`config.mk`:
```
export PLATFORM = sky130hd
export DESIGN_NAME = i2s_tx_stereo
export DESIGN_NICKNAME = d
export VERILOG_FILES = /design/src/rtl/i2s_pkg.sv /design/src/rtl/i2s_pair_fifo.sv /design/src/rtl/i2s_tx_stereo.sv
export SDC_FILE = /design/constraint.sdc
export NUM_CORES = 1
export LEC_CHECK = 0
export BUFFER_PORTS_ARGS = -buffer_cell sky130_fd_sc_hd__buf_4
export CAP_MARGIN = 20
export CORE_MARGIN = 2
export CORE_UTILIZATION = 55
export DETAILED_ROUTE_END_ITERATION = 8
export GPL_ROUTABILITY_DRIVEN = 0
export GPL_TIMING_DRIVEN = 0
export PLACE_DENSITY = 0.75
export SLEW_MARGIN = 20
export SYNTH_ARGS = -nofsm -noshare
export SYNTH_HDL_FRONTEND = slang
export SYNTH_HIERARCHICAL = 1
export SYNTH_SLANG_ARGS = --single-unit
export TNS_END_PERCENT = 100
```
`constraint.sdc`:
```
create_clock -name clk -period 5.3 [get_ports clk]
set_input_delay 1.06 -clock clk [delete_from_list [all_inputs] [get_ports clk]]
set_output_delay 1.06 -clock clk [all_outputs]
set_load 0.02 [all_outputs]
```
`src/rtl/i2s_pkg.sv`:
```
// Shared types and constants for the stereo I2S / left-justified transmitter.
package i2s_pkg;

  typedef enum logic {
    MODE_I2S = 1'b0,
    MODE_LJ  = 1'b1
  } tx_mode_e;

  typedef enum logic {
    IDLE = 1'b0,
    RUN  = 1'b1
  } tx_state_e;

  localparam int unsigned BCLK_HALF_MIN = 2;

endpackage

```
`src/rtl/i2s_pair_fifo.sv`:
```
// Sample-pair FIFO with valid/ready write side, unconditional pop and occupancy count.
module i2s_pair_fifo #(
  parameter int unsigned WIDTH = 32,
  parameter int unsigned DEPTH = 4
) (
  input  logic                     clk,
  input  logic                     rst_n,
  input  logic                     push_i,
  input  logic [WIDTH-1:0]         wdata_i,
  input  logic                     pop_i,
  output logic [WIDTH-1:0]         rdata_c,
  output logic                     rdy_o,
  output logic [$clog2(DEPTH):0]   cnt_o
);

  localparam int unsigned AW = $clog2(DEPTH);
  localparam int unsigned CW = AW + 1;

  logic [WIDTH-1:0] mem_q [DEPTH];
  logic [AW-1:0]    wr_q, rd_q;
  logic [CW-1:0]    cnt_q, cnt_d;
  logic             rdy_q;
  logic             push_ok, pop_ok;

  assign push_ok = push_i && rdy_q;
  assign pop_ok  = pop_i && (cnt_q != '0);
  assign rdata_c = mem_q[rd_q];
  assign rdy_o   = rdy_q;
  assign cnt_o   = cnt_q;

  always_comb begin
    cnt_d = cnt_q;
    if (push_ok && !pop_ok) begin
      cnt_d = cnt_q + CW'(1);
    end else if (pop_ok && !push_ok) begin
      cnt_d = cnt_q - CW'(1);
    end
  end

  // Ready tracks the next count so it is a plain flop on the output.
  always_ff @(posedge clk) begin
    if (!rst_n) begin
      wr_q  <= '0;
      rd_q  <= '0;
      cnt_q <= '0;
      rdy_q <= 1'b1;
    end else begin
      if (push_ok) wr_q <= wr_q + AW'(1);
      if (pop_ok)  rd_q <= rd_q + AW'(1);
      cnt_q <= cnt_d;
      rdy_q <= (cnt_d < CW'(DEPTH));
    end
  end

  always_ff @(posedge clk) begin
    if (push_ok) mem_q[wr_q] <= wdata_i;
  end

endmodule

```
`src/rtl/i2s_tx_stereo.sv`:
```
// Stereo I2S / left-justified serial transmitter with programmable bclk divider.
module i2s_tx_stereo
  import i2s_pkg::*;
#(
  parameter int unsigned D_WIDTH    = 16,
  parameter int unsigned SLOT_WIDTH = 32,
  parameter int unsigned FIFO_DEPTH = 4,
  parameter int unsigned DIV_WIDTH  = 8
) (
  input  logic                          clk,
  input  logic                          rst_n,
  input  logic                          en,
  input  logic                          mode,
  input  logic [DIV_WIDTH-1:0]          bclk_half,
  input  logic                          in_vld,
  output logic                          in_rdy,
  input  logic [D_WIDTH-1:0]            in_left,
  input  logic [D_WIDTH-1:0]            in_right,
  output logic                          bclk,
  output logic                          lr_clk,
  output logic                          dout,
  output logic                          underrun,
  output logic [$clog2(FIFO_DEPTH):0]   fifo_cnt
);

  localparam int unsigned N_W = $clog2(2 * SLOT_WIDTH);
  localparam logic [N_W-1:0] N_LAST = N_W'(2 * SLOT_WIDTH - 1);

  tx_state_e            state_q, state_d;
  tx_mode_e             mode_q, mode_d;
  logic [DIV_WIDTH-1:0] ccnt_q, ccnt_d, h_q, h_d;
  logic [N_W-1:0]       n_q, n_d;
  logic [D_WIDTH-1:0]   l_q, l_d, r_q, r_d;
  logic                 bclk_q, bclk_d, lr_q, lr_d, dout_q, dout_d, underrun_q, underrun_d;
  logic                 pop_c, start_c, adv_c;
  logic [2*D_WIDTH-1:0] fifo_rdata_c;

  i2s_pair_fifo #(
    .WIDTH (2 * D_WIDTH),
    .DEPTH (FIFO_DEPTH)
  ) u_fifo (
    .clk     (clk),
    .rst_n   (rst_n),
    .push_i  (in_vld),
    .wdata_i ({in_left, in_right}),
    .pop_i   (pop_c),
    .rdata_c (fifo_rdata_c),
    .rdy_o   (in_rdy),
    .cnt_o   (fifo_cnt)
  );

  // Word-select and data bit for bit period n of a frame, as {lr, dout}.
  function automatic logic [1:0] slot_bit(tx_mode_e md, logic [N_W-1:0] n,
                                          logic [D_WIDTH-1:0] l, logic [D_WIDTH-1:0] r);
    int unsigned        ni;
    logic [D_WIDTH-1:0] sh;
    logic               ws;
    ni = 32'(n);
    sh = '0;
    if (md == MODE_I2S) begin
      ws = (ni >= SLOT_WIDTH - 1) && (ni <= 2 * SLOT_WIDTH - 2);
      if (ni >= 1 && ni <= D_WIDTH) begin
        sh = l >> (D_WIDTH - ni);
      end else if (ni >= SLOT_WIDTH + 1 && ni <= SLOT_WIDTH + D_WIDTH) begin
        sh = r >> (SLOT_WIDTH + D_WIDTH - ni);
      end
    end else begin
      ws = (ni >= SLOT_WIDTH);
      if (ni <= D_WIDTH - 1) begin
        sh = l >> (D_WIDTH - 1 - ni);
      end else if (ni >= SLOT_WIDTH && ni <= SLOT_WIDTH + D_WIDTH - 1) begin
        sh = r >> (SLOT_WIDTH + D_WIDTH - 1 - ni);
      end
    end
    return {ws, sh[0]};
  endfunction

  always_comb begin
    state_d    = state_q;
    mode_d     = mode_q;
    ccnt_d     = ccnt_q;
    h_d        = h_q;
    n_d        = n_q;
    l_d        = l_q;
    r_d        = r_q;
    bclk_d     = bclk_q;
    lr_d       = lr_q;
    dout_d     = dout_q;
    underrun_d = 1'b0;
    pop_c      = 1'b0;
    start_c    = 1'b0;
    adv_c      = 1'b0;

    unique case (state_q)
      IDLE: begin
        bclk_d = 1'b0;
        lr_d   = 1'b0;
        dout_d = 1'b0;
        ccnt_d = '0;
        n_d    = '0;
        if (en && fifo_cnt != '0) begin
          state_d = RUN;
          start_c = 1'b1;
        end
      end
      RUN: begin
        if (ccnt_q == h_q - DIV_WIDTH'(1)) begin
          ccnt_d = '0;
          bclk_d = ~bclk_q;
          // Falling edge closes bit period n_q.
          if (bclk_q) begin
            if (n_q != N_LAST) begin
              n_d   = n_q + N_W'(1);
              adv_c = 1'b1;
            end else if (en) begin
              start_c = 1'b1;
            end else begin
              state_d = IDLE;
              bclk_d  = 1'b0;
              lr_d    = 1'b0;
              dout_d  = 1'b0;
              n_d     = '0;
            end
          end
        end else begin
          ccnt_d = ccnt_q + DIV_WIDTH'(1);
        end
      end
      default: state_d = IDLE;
    endcase

    // Frame start: latch rate/mode, reload hold registers, drive bit 0.
    if (start_c) begin
      n_d    = '0;
      ccnt_d = '0;
      bclk_d = 1'b0;
      mode_d = tx_mode_e'(mode);
      h_d    = (bclk_half < DIV_WIDTH'(BCLK_HALF_MIN)) ? DIV_WIDTH'(BCLK_HALF_MIN) : bclk_half;
      if (fifo_cnt != '0) begin
        pop_c      = 1'b1;
        {l_d, r_d} = fifo_rdata_c;
      end else begin
        l_d        = '0;
        r_d        = '0;
        underrun_d = 1'b1;
      end
      {lr_d, dout_d} = slot_bit(tx_mode_e'(mode), '0, l_d, r_d);
      if (tx_mode_e'(mode) == MODE_I2S && SLOT_WIDTH == D_WIDTH) dout_d = r_q[0];
    end

    if (adv_c) begin
      {lr_d, dout_d} = slot_bit(mode_q, n_d, l_q, r_q);
    end
  end

  always_ff @(posedge clk) begin
    if (!rst_n) begin
      state_q    <= IDLE;
      mode_q     <= MODE_I2S;
      ccnt_q     <= '0;
      h_q        <= DIV_WIDTH'(BCLK_HALF_MIN);
      n_q        <= '0;
      l_q        <= '0;
      r_q        <= '0;
      bclk_q     <= 1'b0;
      lr_q       <= 1'b0;
      dout_q     <= 1'b0;
      underrun_q <= 1'b0;
    end else begin
      state_q    <= state_d;
      mode_q     <= mode_d;
      ccnt_q     <= ccnt_d;
      h_q        <= h_d;
      n_q        <= n_d;
      l_q        <= l_d;
      r_q        <= r_d;
      bclk_q     <= bclk_d;
      lr_q       <= lr_d;
      dout_q     <= dout_d;
      underrun_q <= underrun_d;
    end
  end

  assign bclk     = bclk_q;
  assign lr_clk   = lr_q;
  assign dout     = dout_q;
  assign underrun = underrun_q;

endmodule

```
---- Word-level counts from Yosys, hierarchy flattened ----
Memories as Yosys holds them, arrays and structs flattened. A register that Yosys moved wholly into a read port is not among the register bits.
Cells that the tools add are included.
operators by class
  add/sub/neg operators ................... 11
  $lt $le $gt $ge ......................... 11
  eq/ne operators ......................... 7
  shift operators ......................... 4
  multiplexer cells ....................... 55
  bitwise logic cells ..................... 3
  reductions and logical operators ........ 15
operator list
  cell                 number
  $shr 16x32->1        4
  $mux 1               36
  $mux 16              2
  $mux 6               5
  $le 6x6->1 const B   3
  $mux 8               2
  $pmux 8 s2           1
  $sub 6x6->7 const A  2
  $ge 6x6->1 const B   2
  $pmux 6 s2           1
  $logic_and 1x1->1    9
  $add 8x1->8 const B  1
  $eq 8x8->1           1
  $lt 8x2->1 const B   1
  $ne 4x1->1 const B   2
  $pmux 1 s2           4
  $sub 8x1->8 const B  1
  $sub 4x6->7 const A  1
  $sub 5x6->7 const A  1
  $add 6x1->6 const B  1
  $ge 6x1->1 const B   1
  $ge 6x5->1 const B   1
  $le 6x4->1 const B   1
  $le 6x5->1 const B   1
  16 further kinds     22
word-level totals
  flip-flop bits (word level) ............. 68
  bits in writable memories ............... 128
  input port bits ......................... 45
  memories ................................ 1
memories
  memory        words  width  read ports  clocked after memory_dff  wr ports  RTL line             source
  u_fifo.mem_q  4      32     1           1                         1         i2s_pair_fifo.sv:19  logic [WIDTH-1:0] mem_q [DEPTH];

---- Longest topological paths before layout ----
Gate-level depths: netlist of run 1.
  depth in word-level cells ............... 12
  gate-level depth with buffers ........... 19
  mapped depth without buffers ............ 17

---- By module ----
Netlist of run 1, hierarchy kept.
by module, submodules not included
  module         instances  cells each  area each (um^2)
  i2s_pair_fifo  1          232         5,217.5
  i2s_tx_stereo  1          365         3,430.8

---- Worst setup path before layout of run 1 ----
No wires, ideal clock.
  kind .................................... register to register
  start point ............................. reg h_q[0]
  end point ............................... reg dout_q (netlist: dout)
  arrival ................................. 4.024 ns
  required time ........................... 5.180 ns
  slack ................................... 1.157 ns
  stages on the path, launching flop included .. 19
  buffers on the path ..................... 3
  period minus slack after synthesis ...... 4.143 ns
  cell sequence ........................... dfxtp_1 inv_1 ha_1 buf_2 xnor2_1 a21o_1 o21ai_0 nand3b_1 a211o_1 mux2i_1 nor2_2 clkbuf_1 ha_1 clkbuf_1 mux4_2 mux2i_1 mux2i_1 and4b_1 o31a_1
on the way
  word-level cells in the longest chain between the ends .. 11
  elaborated cells on any way between the ends .. 39
  those cells by class .................... add/sub (5); order compare (7); eq/ne (5); shift (4); mux (14); reduce/logical (4)
ends and longest elaborated chain
  what                                         RTL line                                  source
  start, declared                              i2s_tx_stereo.sv:31                       logic [DIV_WIDTH-1:0] ccnt_q, ccnt_d, h_q, h_d;
  start signal, assigned                       i2s_tx_stereo.sv:161                      h_q <= DIV_WIDTH'(BCLK_HALF_MIN);
  $sub 8x1->8 *                                i2s_tx_stereo.sv:107                      if (ccnt_q == h_q - DIV_WIDTH'(1)) begin
  $eq 8x8->1 *                                 i2s_tx_stereo.sv:107
  $mux 6 or $mux 1 (tied branches)             i2s_tx_stereo.sv:107
  $pmux 6 s2 or $pmux 1 s2 (tied branches)     i2s_tx_stereo.sv:94                       unique case (state_q)
  $mux 6 *                                     i2s_tx_stereo.sv:133                      if (start_c) begin
  via n_d[0]                                   i2s_tx_stereo.sv:32                       logic [N_W-1:0] n_q, n_d;
  $sub 6x6->7, or another cell as far along    i2s_tx_stereo.sv:65                       sh = r >> (SLOT_WIDTH + D_WIDTH - ni);
  $shr 16x32->1, or another cell as far along  i2s_tx_stereo.sv:65
  $mux 1 (on tied branches)                    i2s_tx_stereo.sv:64, i2s_tx_stereo.sv:71
  $mux 1 (on tied branches)                    i2s_tx_stereo.sv:62, i2s_tx_stereo.sv:69
  $mux 1 *                                     i2s_tx_stereo.sv:60                       if (md == MODE_I2S) begin
  $mux 1 *                                     i2s_tx_stereo.sv:151                      if (adv_c) begin
  end signal, assigned                         i2s_tx_stereo.sv:179                      dout_q <= dout_d;
  end, declared                                i2s_tx_stereo.sv:34                       logic bclk_q, bclk_d, lr_q, lr_d, dout_q, dout_d, underrun_q, underrun_d;
Mark *: on every way through the listed nets, which the timed path passes. The rest lies on a longest branch.
A chain may end at the register's enable or synchronous reset.

---- Final worst setup path of run 1 ----
Ends and elaborated chain as after synthesis.

==> reports/qor.txt, run 1 <==
Pleak -> 3.530 nW
# setup viols final -> 0
Cell Pwr Density -> 317.3 nW/um^2
DRC marker count from the first detailed-route iteration -> 467
Hold-fix buffers at CTS -> 0
Remaining antenna violation count after routing -> 0
Post-synthesis sequential area ratio -> 60.65%
Remaining routing DRC violations -> 0
Clk root buf -> sky130_fd_sc_hd__clkbuf_16
Post-Syn Instances -> 597
Total power -> 3.154 mW
Avg Vias per Cell -> 5.863
Arrival time reported for the critical path endpoint -> 5.23 ns
Actual transition at the worst max-transition pin -> 0.9075 ns
Accumulated negative setup slack -> 0 ns
Layout area overhead -> 14.93%
Synth Register Bits -> 198
Total setup buffers inserted after CTS -> 0
Final antenna diode count -> 0
Ys Warns -> 6
Result of the run -> finished, final reports clean
Bufs on Longest Clock Path -> 2
Highest clock frequency the design can meet -> 203.1 MHz
Maximum number of pins on one net before global-route repair -> 28
Number of flops mapped to enable cells by yosys -> 128
Total global routing overflow -> 0
Net count reported at finish -> 737
RSZ-0062 raised after global routing -> false
H-Tree Level Count -> 4
Final Max Tran Viols -> 0
Number of buffers created by CTS -> 17
Critical path fanouts, max -> 11
Clock latency at the later pin of the worst-skew pair -> 0.43 ns
Peak supply drop -> 429.7 uV
Utilization of the core after routing -> 65.14%
Floorplan Core Area -> 15260 sq um
Type of the most critical hold path -> reg2reg
Element type at the critical path start -> register
Nature of the critical path endpoint -> register
Total die area -> 16740 sq um
Count of max-cap constraint violations -> 0
CTS tree -> done
Minimum clock period -> 4.923 ns
Number of distinct standard cells referenced by the synthesized netlist -> 63
Total routed wirelength -> 16830 um
Relative slew margins -> 39.09%
Post-synthesis net count -> 662
# clock sinks -> 198
CP Data Required Time -> 5.60 ns
Via count of the first global-routing pass -> 5348
Port-buffer cells -> 52
Fraction of layout instances using a drive strength above 1 -> 22.92%
Startpoint-to-endpoint class of the critical path -> reg2reg
Number of filler instances in the final layout -> 1079
Effective utilization at floorplan -> 56.68%
Setup skew after layout -> 0.01012 ns
Post-synthesis cell area -> 8648 sq um
Average size of a mapped cell -> 14.49 sq um
First-pass GRT wire length -> 27360 um
Initial antenna violation count -> 0
Routed wire per std cell -> 18.79 um
Hold violation count in the final report -> 0
Chip height -> 129.4 um
GRT Total Usage -> 21.64%
Site row count -> 45
Detailed-routing iteration count for the pre-antenna-repair pass -> 5
Clk slew on worst S/H paths -> 0.07 ns
Share of synthesized flip-flops with an asynchronous set or reset -> 0%
Final period util -> 92.88%
DIE WIDTH -> 129.4 um
Placed wire-length estimate -> 11760 um
Total via count in the routed design -> 5253
Flip-flop cell with the highest count after synthesis -> sky130_fd_sc_hd__edfxtp_1
Top-Level Pins -> 53
Resized cells post-CTS -> 0
[synthesized netlist by cell type (2+ instances only)]
master / instances / share of area [%]
sky130_fd_sc_hd__edfxtp_1: 128 / 44
sky130_fd_sc_hd__dfxtp_1: 70 / 16
sky130_fd_sc_hd__mux4_2: 37 / 9.6
sky130_fd_sc_hd__a22o_1: 35 / 3.5
sky130_fd_sc_hd__nor2_1: 35 / 1.5
sky130_fd_sc_hd__nand2_1: 31 / 1.3
sky130_fd_sc_hd__mux2i_1: 29 / 3.4
sky130_fd_sc_hd__inv_1: 24 / 1.0
sky130_fd_sc_hd__ha_1: 20 / 2.9
sky130_fd_sc_hd__a21oi_1: 18 / 1.0
sky130_fd_sc_hd__and3_1: 12 / 0.87
sky130_fd_sc_hd__nand3_1: 12 / 0.69
sky130_fd_sc_hd__xnor2_1: 12 / 1.2
sky130_fd_sc_hd__buf_2: 10 / 0.58
sky130_fd_sc_hd__o21ai_0: 10 / 0.58
sky130_fd_sc_hd__nor3_1: 9 / 0.52
sky130_fd_sc_hd__clkbuf_1: 8 / 0.35
sky130_fd_sc_hd__a211oi_1: 7 / 0.61
sky130_fd_sc_hd__xor2_1: 7 / 0.71
sky130_fd_sc_hd__a31oi_1: 5 / 0.36
sky130_fd_sc_hd__nand2b_1: 5 / 0.36
sky130_fd_sc_hd__nor2b_1: 5 / 0.36
sky130_fd_sc_hd__mux2_2: 4 / 0.52
sky130_fd_sc_hd__a21o_1: 3 / 0.26
sky130_fd_sc_hd__a221oi_1: 3 / 0.30
sky130_fd_sc_hd__and2_1: 3 / 0.22
sky130_fd_sc_hd__buf_12: 3 / 0.69
sky130_fd_sc_hd__nand4_1: 3 / 0.22
sky130_fd_sc_hd__nor4_1: 3 / 0.22
sky130_fd_sc_hd__o22ai_1: 3 / 0.22
sky130_fd_sc_hd__or3_1: 3 / 0.22
sky130_fd_sc_hd__a21boi_0: 2 / 0.17
sky130_fd_sc_hd__a22oi_1: 2 / 0.17
sky130_fd_sc_hd__a311oi_1: 2 / 0.20
sky130_fd_sc_hd__a31o_2: 2 / 0.20
sky130_fd_sc_hd__a32oi_1: 2 / 0.20
sky130_fd_sc_hd__buf_6: 2 / 0.26
sky130_fd_sc_hd__mux4_1: 2 / 0.61
sky130_fd_sc_hd__o31ai_1: 2 / 0.17
[worst paths after layout]
path	slack, ns	end	cells past startpoint	startpoint
hold reg to reg	0.45	lr_clk	2	lr_clk
setup / recovery	0.38	dout	18	h_q[0]
setup reg to reg	0.38	dout	18	h_q[0]
hold / removal	0.45	lr_clk	2	lr_clk
[per-stage QoR]
stage               setup slack (ns)  hold WS [ns]  cell area [sq um]  instances
finish                        0.3775        0.4534               9940        896
global route                  0.1161        0.5028               9940        896
CTS                           0.3935        0.4585               9940        896
detailed placement            0.4433        0.4483               9388        864
global placement              0.5051        0.4424               9303        860
floorplan                      1.157        0.4577               8648        597
[critical path, cell delays in order, from the launching register on]
cell                       delay (ns)
sky130_fd_sc_hd__dfxtp_1         0.42
sky130_fd_sc_hd__inv_1           0.07
sky130_fd_sc_hd__ha_1            0.19
sky130_fd_sc_hd__buf_2           0.16
sky130_fd_sc_hd__xnor2_1         0.14
sky130_fd_sc_hd__a21o_1          0.18
sky130_fd_sc_hd__o21ai_0         0.15
sky130_fd_sc_hd__nand3b_1        0.26
sky130_fd_sc_hd__a211o_1         0.43
sky130_fd_sc_hd__mux2i_1         0.34
sky130_fd_sc_hd__nor2_2          0.11
sky130_fd_sc_hd__clkbuf_1        0.26
sky130_fd_sc_hd__ha_1            0.34
sky130_fd_sc_hd__clkbuf_1        0.41
sky130_fd_sc_hd__mux4_2          0.57
sky130_fd_sc_hd__mux2i_1         0.15
sky130_fd_sc_hd__mux2i_1         0.10
sky130_fd_sc_hd__and4b_1         0.22
sky130_fd_sc_hd__o31a_1          0.29
[state kept, by name (all words and copies together), names as in the netlist, named ones only]
signal        cells
u_fifo/cnt_o      2
u_fifo/rd_q       2
ccnt_q            8
u_fifo/rdy_o      1
n_q               6
lr_clk            1
dout              1
l_q              16
underrun          1
r_q              16
h_q               8
mode_q            1
state_q           1
u_fifo/wr_q       2
u_fifo/mem_q    128
bclk              1
[cells in the final DEF (no fill, tap or decap), types with 10 or more instances in the layout]
cell type and n:
sky130_fd_sc_hd__nand2_1 31, sky130_fd_sc_hd__a22o_1 35, sky130_fd_sc_hd__mux4_2 37, sky130_fd_sc_hd__a21oi_1 18
sky130_fd_sc_hd__edfxtp_1 128, sky130_fd_sc_hd__clkbuf_16 17, sky130_fd_sc_hd__inv_1 24, sky130_fd_sc_hd__o21ai_0 10
sky130_fd_sc_hd__nor2_1 35, sky130_fd_sc_hd__buf_4 53, sky130_fd_sc_hd__mux2i_1 29, sky130_fd_sc_hd__clkbuf_1 10
sky130_fd_sc_hd__ha_1 20, sky130_fd_sc_hd__dfxtp_1 70, sky130_fd_sc_hd__xnor2_1 12, sky130_fd_sc_hd__buf_2 10
sky130_fd_sc_hd__nand3_1 12
[final cells by class]
class,count,area [sq um],share of cell area [%]
multi-input combinational,350,3144,31.63
clock inverter,13,118.9,1.196
tap,211,264.0,2.656
inverter,25,93.84,0.9441
buffer,24,170.2,1.712
sequential,198,5245,52.77
clock buffer,19,432.9,4.355
timing repair buffer,56,470.5,4.733
[power breakdown]
group,leakage [nW],switching [mW],internal [mW]
Clock,0.258,0.561,0.653
Sequential,1.74,0.0238,1.70
Combinational,1.53,0.119,0.0944
[layer usage]
| metal | part of all wire (%) | track usage (%) |
|---|---|---|
| met2 | 50 | 36.59 |
| met3 | 4.9 | 5.244 |
| met4 | 1.3 | 6.266 |
| met1 | 43 | 28.06 |
| met5 | 0 | 0 |
[cells by family after synthesis]
group                    share of synthesized area, %
flip-flops                                      60.65
AND/OR/NAND/NOR                                 7.596
AO/OA/AOI/OAI                                   9.100
multiplexers                                    14.28
buffers and inverters                           3.053
XOR/XNOR                                        2.431
adder cells (fa/ha/maj)                         2.894
No activity file was read; power rests on OpenSTA's default activity.
==> inputs of run 2 (changes only) <==
Settings changed: RECOVER_POWER set to 25.
==> run 2 against run 1 <==
Design area down 0.94%. Critical endpoint unchanged. Flip-flop and latch count is the same. Critical path depth is the same. Sequential power hardly changed. Global-route usage unchanged. Core utilization fell by 0.62 points. Wire length is 0.14% higher. Non-clock buffer count stayed put. Final cell count stayed put. Register-to-register slack hardly changed.
==> reports/qor.txt, run 2 (synthesized netlist as in run 1, its figures left out) <==
Result of the run -> finished, final reports clean (unchanged)
Highest-count cells in the layout ignoring fill and taps -> sky130_fd_sc_hd__edfxtp_1, sky130_fd_sc_hd__dfxtp_1, sky130_fd_sc_hd__mux4_2 (was sky130_fd_sc_hd__edfxtp_1, sky130_fd_sc_hd__dfxtp_1, sky130_fd_sc_hd__buf_4)
Startpoint-to-endpoint class of the critical path -> reg2reg (unchanged)
Utilization of the core after routing -> 64.53% (was 65.14%)
CP Data Required Time -> 5.60 ns (about the same)
Reg-to-reg setup timing slack -> 0.38 ns (about the same)
Avg Vias per Cell -> 5.863 (unchanged)
Minimum clock period -> 4.921 ns (was 4.923 ns)
Chip height -> 129.4 um (unchanged)
Resized cells post-CTS -> 0 (unchanged)
Clk slew on worst S/H paths -> 0.07 ns (about the same)
Max FFs per register -> 128 (unchanged)
Placed wire-length estimate -> 11760 um (unchanged)
Cell Count Post-Placement -> 864 (unchanged)
Setup skew after layout -> 0.009257 ns (was 0.01012 ns)
Capturing instance or port of the critical path -> dout (unchanged)
Post-Place Cell Area -> 9388 sq um (unchanged)
Highest clock frequency the design can meet -> 203.2 MHz (was 203.1 MHz)
Crit path launch -> h_q[0] (unchanged)
Arrival time reported for the critical path endpoint -> 5.23 ns (about the same)
Total via count in the routed design -> 5253 (unchanged)
Fraction of layout instances using a drive strength above 1 -> 19.27% (was 22.92%)
Detailed-routing iteration count for the pre-antenna-repair pass -> 4 (was 5)
Peak supply drop -> 426.9 uV (was 429.7 uV)
Critical path fanouts, max -> 11 (unchanged)
Routed wire per std cell -> 18.81 um (was 18.79 um)
Element type at the critical path start -> register (unchanged)
Bufs on Longest Clock Path -> 2 (unchanged)
Count of max-cap constraint violations -> 0 (unchanged)
Port-buffer cells -> 52 (unchanged)
Net count reported at finish -> 737 (unchanged)
Critical R2R Capture -> dout (unchanged)
Floorplan Core Area -> 15260 sq um (unchanged)
RSZ-0062 raised after global routing -> false (unchanged)
Clk root buf -> sky130_fd_sc_hd__clkbuf_16 (unchanged)
Actual transition at the worst max-transition pin -> 0.9105 ns (was 0.9075 ns)
Remaining routing DRC violations -> 0 (unchanged)
GRT Total Usage -> 21.64% (unchanged)
Hold-fix buffers at CTS -> 0 (unchanged)
Clock latency at the later pin of the worst-skew pair -> 0.43 ns (about the same)
H-Tree Level Count -> 4 (unchanged)
Site row count -> 45 (unchanged)
FF-to-FF Start -> h_q[0] (unchanged)
Remaining antenna violation count after routing -> 0 (unchanged)
Final Max Tran Viols -> 0 (unchanged)
Path depth of the worst reg2reg path -> 18 (unchanged)
Total routed wirelength -> 16860 um (was 16830 um)
Effective utilization at floorplan -> 56.68% (unchanged)
Top-Level Pins -> 53 (unchanged)
Final design area excluding fillers -> 9846 sq um (was 9940 sq um)
Type of the most critical hold path -> reg2reg (unchanged)
Worst slack at placement -> 0.4433 ns (unchanged)
Commonest non-fill, non-tap cell in the layout -> sky130_fd_sc_hd__edfxtp_1 (unchanged)
# setup viols final -> 0 (unchanged)
Nature of the critical path endpoint -> register (unchanged)
Accumulated negative setup slack -> 0 ns (unchanged)
Number of buffers created by CTS -> 17 (unchanged)
Relative slew margins -> 38.90% (was 39.09%)
Total global routing overflow -> 0 (unchanged)
CTS tree -> done (unchanged)
Final antenna diode count -> 0 (unchanged)
Final period util -> 92.86% (was 92.88%)
First-pass GRT wire length -> 27360 um (unchanged)
Cell Pwr Density -> 319.4 nW/um^2 (was 317.3 nW/um^2)
Initial antenna violation count -> 0 (unchanged)
Hold wc startpoint -> lr_clk (unchanged)
DRC marker count from the first detailed-route iteration -> 529 (was 467)
Pleak -> 3.440 nW (was 3.530 nW)
Hold violation count in the final report -> 0 (unchanged)
Layout area overhead -> 13.85% (was 14.93%)
DIE WIDTH -> 129.4 um (unchanged)
Biggest register -> u_fifo/mem_q (unchanged)
Smallest setup slack after layout -> 0.3786 ns (was 0.3775 ns)
Leading registers by flop count -> u_fifo/mem_q (128), l_q (16), r_q (16) (unchanged)
# clock sinks -> 198 (unchanged)
Total setup buffers inserted after CTS -> 0 (unchanged)
Post-route non-filler standard cell count -> 896 (unchanged)
Via count of the first global-routing pass -> 5348 (unchanged)
Maximum number of pins on one net before global-route repair -> 28 (unchanged)
Total die area -> 16740 sq um (unchanged)
[run 2: cell types whose count changed in the layout (fill, tap and decap cells not counted), sizes merged]
cell / change
buf: -25
clkbuf: +25
[run 2: how the worst min path moves through the flow]
stage             end  cells past startpoint
6_report       lr_clk                      2
5_1_grt        lr_clk                      2
4_1_cts        lr_clk                      2
2_1_floorplan  l_q[6]                      1
3_5_place_dp   lr_clk                      2
3_3_place_gp   lr_clk                      2
[run 2: worst max-delay path, cell delays in order (launching register included)]
cell and delay [ns]:
sky130_fd_sc_hd__dfxtp_1 0.42, sky130_fd_sc_hd__inv_1 0.07, sky130_fd_sc_hd__ha_1 0.19, sky130_fd_sc_hd__buf_2 0.16, sky130_fd_sc_hd__xnor2_1 0.13, sky130_fd_sc_hd__a21o_1 0.18
sky130_fd_sc_hd__o21ai_0 0.15, sky130_fd_sc_hd__nand3b_1 0.26, sky130_fd_sc_hd__a211o_1 0.44, sky130_fd_sc_hd__mux2i_1 0.35, sky130_fd_sc_hd__nor2_2 0.11, sky130_fd_sc_hd__clkbuf_1 0.26
sky130_fd_sc_hd__ha_1 0.34, sky130_fd_sc_hd__clkbuf_1 0.41, sky130_fd_sc_hd__mux4_2 0.57, sky130_fd_sc_hd__mux2i_1 0.15, sky130_fd_sc_hd__mux2i_1 0.10, sky130_fd_sc_hd__and4b_1 0.22
sky130_fd_sc_hd__o31a_1 0.29
[run 2: metrics by stage]
step / hold slack, ns / power, mW
floorplan: 0.4577 / 1.878
global placement: 0.4424 / 1.955
detailed placement: 0.4483 / 1.974
CTS: 0.4585 / 3.168
global route: 0.5028 / 3.251
finish: 0.4529 / 3.144
[run 2: cell type report]
class,instances,area [sq um]
fill,1107,5413
sequential,198,5245
buffer,24,170.2
inverter,25,93.84
clock inverter,13,118.9
tap,211,264.0
timing repair buffer,56,376.6
multi-input combinational,350,3144
clock buffer,19,432.9
[run 2: power breakdown]
group	switching [mW]	internal [mW]	total, mW
registers	0.0238	1.70	1.73
logic	0.119	0.0865	0.205
clock network	0.559	0.653	1.21
total	0.702	2.44	3.14
[run 2: per-layer routing]
layer	share of wire (%)	wire (um)	track usage (%)
met2	50	8454	36.59
met4	1.3	212	6.266
met3	5.2	884	5.244
met5	0	0	0
met1	43	7304	28.06
==> inputs of run 3 (changes only) <==
Settings changed: PLACE_DENSITY 0.75 to 0.78, SLEW_MARGIN 20 to 0.
Clock period 5.3 ns to 4.1 ns, I/O delays scaled along.
==> run 3 against run 2 <==
Critical path type unchanged. Via count rose by 3.1%. Register-to-register slack got worse by 0.35 ns. Sequential share of layout area fell by 0.31 points. Clock skew fell by 0.0017 ns. Worst hold slack improved by 0.00072 ns.
==> reports/qor.txt, run 3 (synthesized netlist as in run 1, its figures left out) <==
Result of the run -> finished, final reports clean (unchanged)
Biggest register -> u_fifo/mem_q (unchanged)
Clk root buf -> sky130_fd_sc_hd__clkbuf_16 (unchanged)
Post-route non-filler standard cell count -> 899 (was 896)
Fraction of layout instances using a drive strength above 1 -> 21.66% (was 19.27%)
Arrival time reported for the critical path endpoint -> 4.45 ns (was 5.23 ns)
Highest-count cells in the layout ignoring fill and taps -> sky130_fd_sc_hd__edfxtp_1, sky130_fd_sc_hd__dfxtp_1, sky130_fd_sc_hd__mux4_2 (unchanged)
# clock sinks -> 198 (unchanged)
Kind of cell with the highest combined delay on the critical path -> multiplexers (unchanged)
Total via count in the routed design -> 5415 (was 5253)
Max FFs per register -> 128 (unchanged)
Relative slew margins -> 38.33% (was 38.90%)
Chip height -> 129.4 um (unchanged)
Post-Place Cell Area -> 9309 sq um (was 9388 sq um)
Bufs on Longest Clock Path -> 2 (unchanged)
Avg Vias per Cell -> 6.023 (was 5.863)
Hold wc startpoint -> lr_clk (unchanged)
Initial antenna violation count -> 0 (unchanged)
GRT Total Usage -> 22.60% (was 21.64%)
Hold-fix buffers at CTS -> 0 (unchanged)
CTS tree -> done (unchanged)
DRC marker count from the first detailed-route iteration -> 566 (was 529)
Placed wire-length estimate -> 11830 um (was 11760 um)
Number of filler instances in the final layout -> 1087 (was 1107)
Final design area excluding fillers -> 9911 sq um (was 9846 sq um)
Port-buffer cells -> 52 (unchanged)
Remaining antenna violation count after routing -> 0 (unchanged)
Clock latency at the later pin of the worst-skew pair -> 0.43 ns (about the same)
Cell Count Post-Placement -> 860 (was 864)
Type of the most critical hold path -> reg2reg (unchanged)
Net count reported at finish -> 741 (was 737)
Reg-to-reg setup timing slack -> 0.03 ns (was 0.38 ns)
Critical path, cell by cell -> inv_1, ha_1, buf_2, xnor2_1, a21o_1, o21ai_1, nand3b_1, a211o_4, mux2i_4, nor2_4, inv_4, buf_6, ha_2, xnor2_4, mux2i_1, mux4_2, mux2i_1, and4b_1, o31a_1 (was inv_1, ha_1, buf_2, xnor2_1, a21o_1, o21ai_0, nand3b_1, a211o_1, mux2i_1, nor2_2, clkbuf_1, ha_1, clkbuf_1, mux4_2, mux2i_1, mux2i_1, and4b_1, o31a_1)
Minimum clock period -> 4.074 ns (was 4.921 ns)
Endpoint of the worst hold path -> lr_clk (unchanged)
Final Max Tran Viols -> 0 (unchanged)
Actual transition at the worst max-transition pin -> 0.9251 ns (was 0.9105 ns)
H-Tree Level Count -> 4 (unchanged)
Maximum number of pins on one net before global-route repair -> 33 (was 28)
Top-Level Pins -> 53 (unchanged)
Via count of the first global-routing pass -> 5542 (was 5348)
Commonest non-fill, non-tap cell in the layout -> sky130_fd_sc_hd__edfxtp_1 (unchanged)
Path depth of the worst reg2reg path -> 19 (was 18)
Worst path bufs/invs -> 4 (unchanged)
Count of max-cap constraint violations -> 0 (unchanged)
FF-to-FF Start -> h_q[1] (was h_q[0])
Total routed wirelength -> 17760 um (was 16860 um)
Final antenna diode count -> 0 (unchanged)
Hold violation count in the final report -> 0 (unchanged)
Total power -> 4.077 mW (was 3.144 mW)
Layout area overhead -> 14.60% (was 13.85%)
Remaining routing DRC violations -> 0 (unchanged)
Pleak -> 3.483 nW (was 3.440 nW)
Nature of the critical path endpoint -> register (unchanged)
CP max stage delay -> 0.49 ns (was 0.57 ns)
Leading registers by flop count -> u_fifo/mem_q (128), l_q (16), r_q (16) (unchanged)
Final period util -> 99.36% (was 92.86%)
Site row count -> 45 (unchanged)
Clk slew on worst S/H paths -> 0.07 ns (about the same)
DIE WIDTH -> 129.4 um (unchanged)
Worst slack at placement -> -0.5189 ns (was 0.4433 ns)
Floorplan Core Area -> 15260 sq um (unchanged)
Critical R2R Capture -> dout (unchanged)
Effective utilization at floorplan -> 56.68% (unchanged)
Total global routing overflow -> 0 (unchanged)
Worst path slowest cell -> sky130_fd_sc_hd__mux4_2 (unchanged)
Total die area -> 16740 sq um (unchanged)
Element type at the critical path start -> register (unchanged)
RSZ-0062 raised after global routing -> true (was false)
CP Data Required Time -> 4.48 ns (was 5.60 ns)
Startpoint-to-endpoint class of the critical path -> reg2reg (unchanged)
Cell Pwr Density -> 411.4 nW/um^2 (was 319.4 nW/um^2)
Most frequent cell on the critical path -> sky130_fd_sc_hd__mux2i_1 (unchanged)
# setup viols final -> 0 (unchanged)
Critical path fanouts, max -> 10 (was 11)
Worst hold path depth -> 2 (unchanged)
Highest clock frequency the design can meet -> 245.5 MHz (was 203.2 MHz)
Setup skew after layout -> 0.007593 ns (was 0.009257 ns)
Utilization of the core after routing -> 64.95% (was 64.53%)
Peak supply drop -> 420.7 uV (was 426.9 uV)
Routed wire per std cell -> 19.75 um (was 18.81 um)
Smallest setup slack after layout -> 0.02607 ns (was 0.3786 ns)
Number of buffers created by CTS -> 17 (unchanged)
First-pass GRT wire length -> 28660 um (was 27360 um)
Detailed-routing iteration count for the pre-antenna-repair pass -> 5 (was 4)
## run 3: changes by cell type in the layout (fill, tap and decap cells not counted), sizes merged
cell,delta
clkinvlp,-3
inv,+5
clkbuf,-2
bufinv,-1
buf,+4
## run 3: what timing repair did
item                                   in CTS  in global routing
buffers inserted                            7                  1
cloned                                      0                  0
gates resized for setup                    18                  3
pin swaps                                   5                  5
endpoints found under the hold margin       0                  0
setup endpoints to repair                   2                 34
## run 3: worst register-to-register path, delay by kind of cell (launching register included)
family                   cells  cell delay (ns)
AO/OA/AOI/OAI                4             0.78
adder cells (fa/ha/maj)      2             0.41
flip-flops                   1             0.36
AND/OR/NAND/NOR              3             0.53
XOR/XNOR                     2             0.43
multiplexers                 4             1.01
buffers and inverters        4             0.53
## run 3: cell type report
type                    instances  area [sq um]  area share [%]
clock inverters                14         130.1           1.313
flip-flops and latches        198          5249           52.96
well taps                     211         264.0           2.664
repair buffers                 60         356.6           3.598
inverters                      25         96.34          0.9721
clock buffers                  17         425.4           4.292
plain buffers                  24         193.9           1.957
multi-input cells             350          3196           32.24
## run 3: power by group
part	internal (mW)	switching, mW
Sequential	2.20	0.0331
Combinational	0.106	0.156
Clock	0.804	0.775
## run 3: worst max path at each step
stage | from | endpoint | slack (ns) | cells past startpoint
2_1_floorplan | h_q[0] | dout | 0.1 | 18
3_3_place_gp | h_q[0] | dout | -0.45 | 18
3_5_place_dp | h_q[0] | dout | -0.52 | 18
4_1_cts | h_q[0] | dout | 0.004 | 18
5_1_grt | h_q[0] | dout | -0.18 | 18
6_report | h_q[1] | dout | 0.03 | 19
## run 3: per-layer routing
layer	up-vias	share of wire, %	global-route usage (%)
li1	2468	-	-
met1	2733	42	29.04
met2	187	51	38.48
met3	27	5.5	5.037
met4	0	1.6	7.353
met5	-	0	0
## run 3: metrics by stage
stage               TNS (ns)  hold slack, ns
finish                     0          0.4536
CTS                        0          0.4587
global placement     -0.5753          0.4412
global route         -0.1849          0.4842
floorplan                  0          0.4577
detailed placement   -0.7962          0.4472
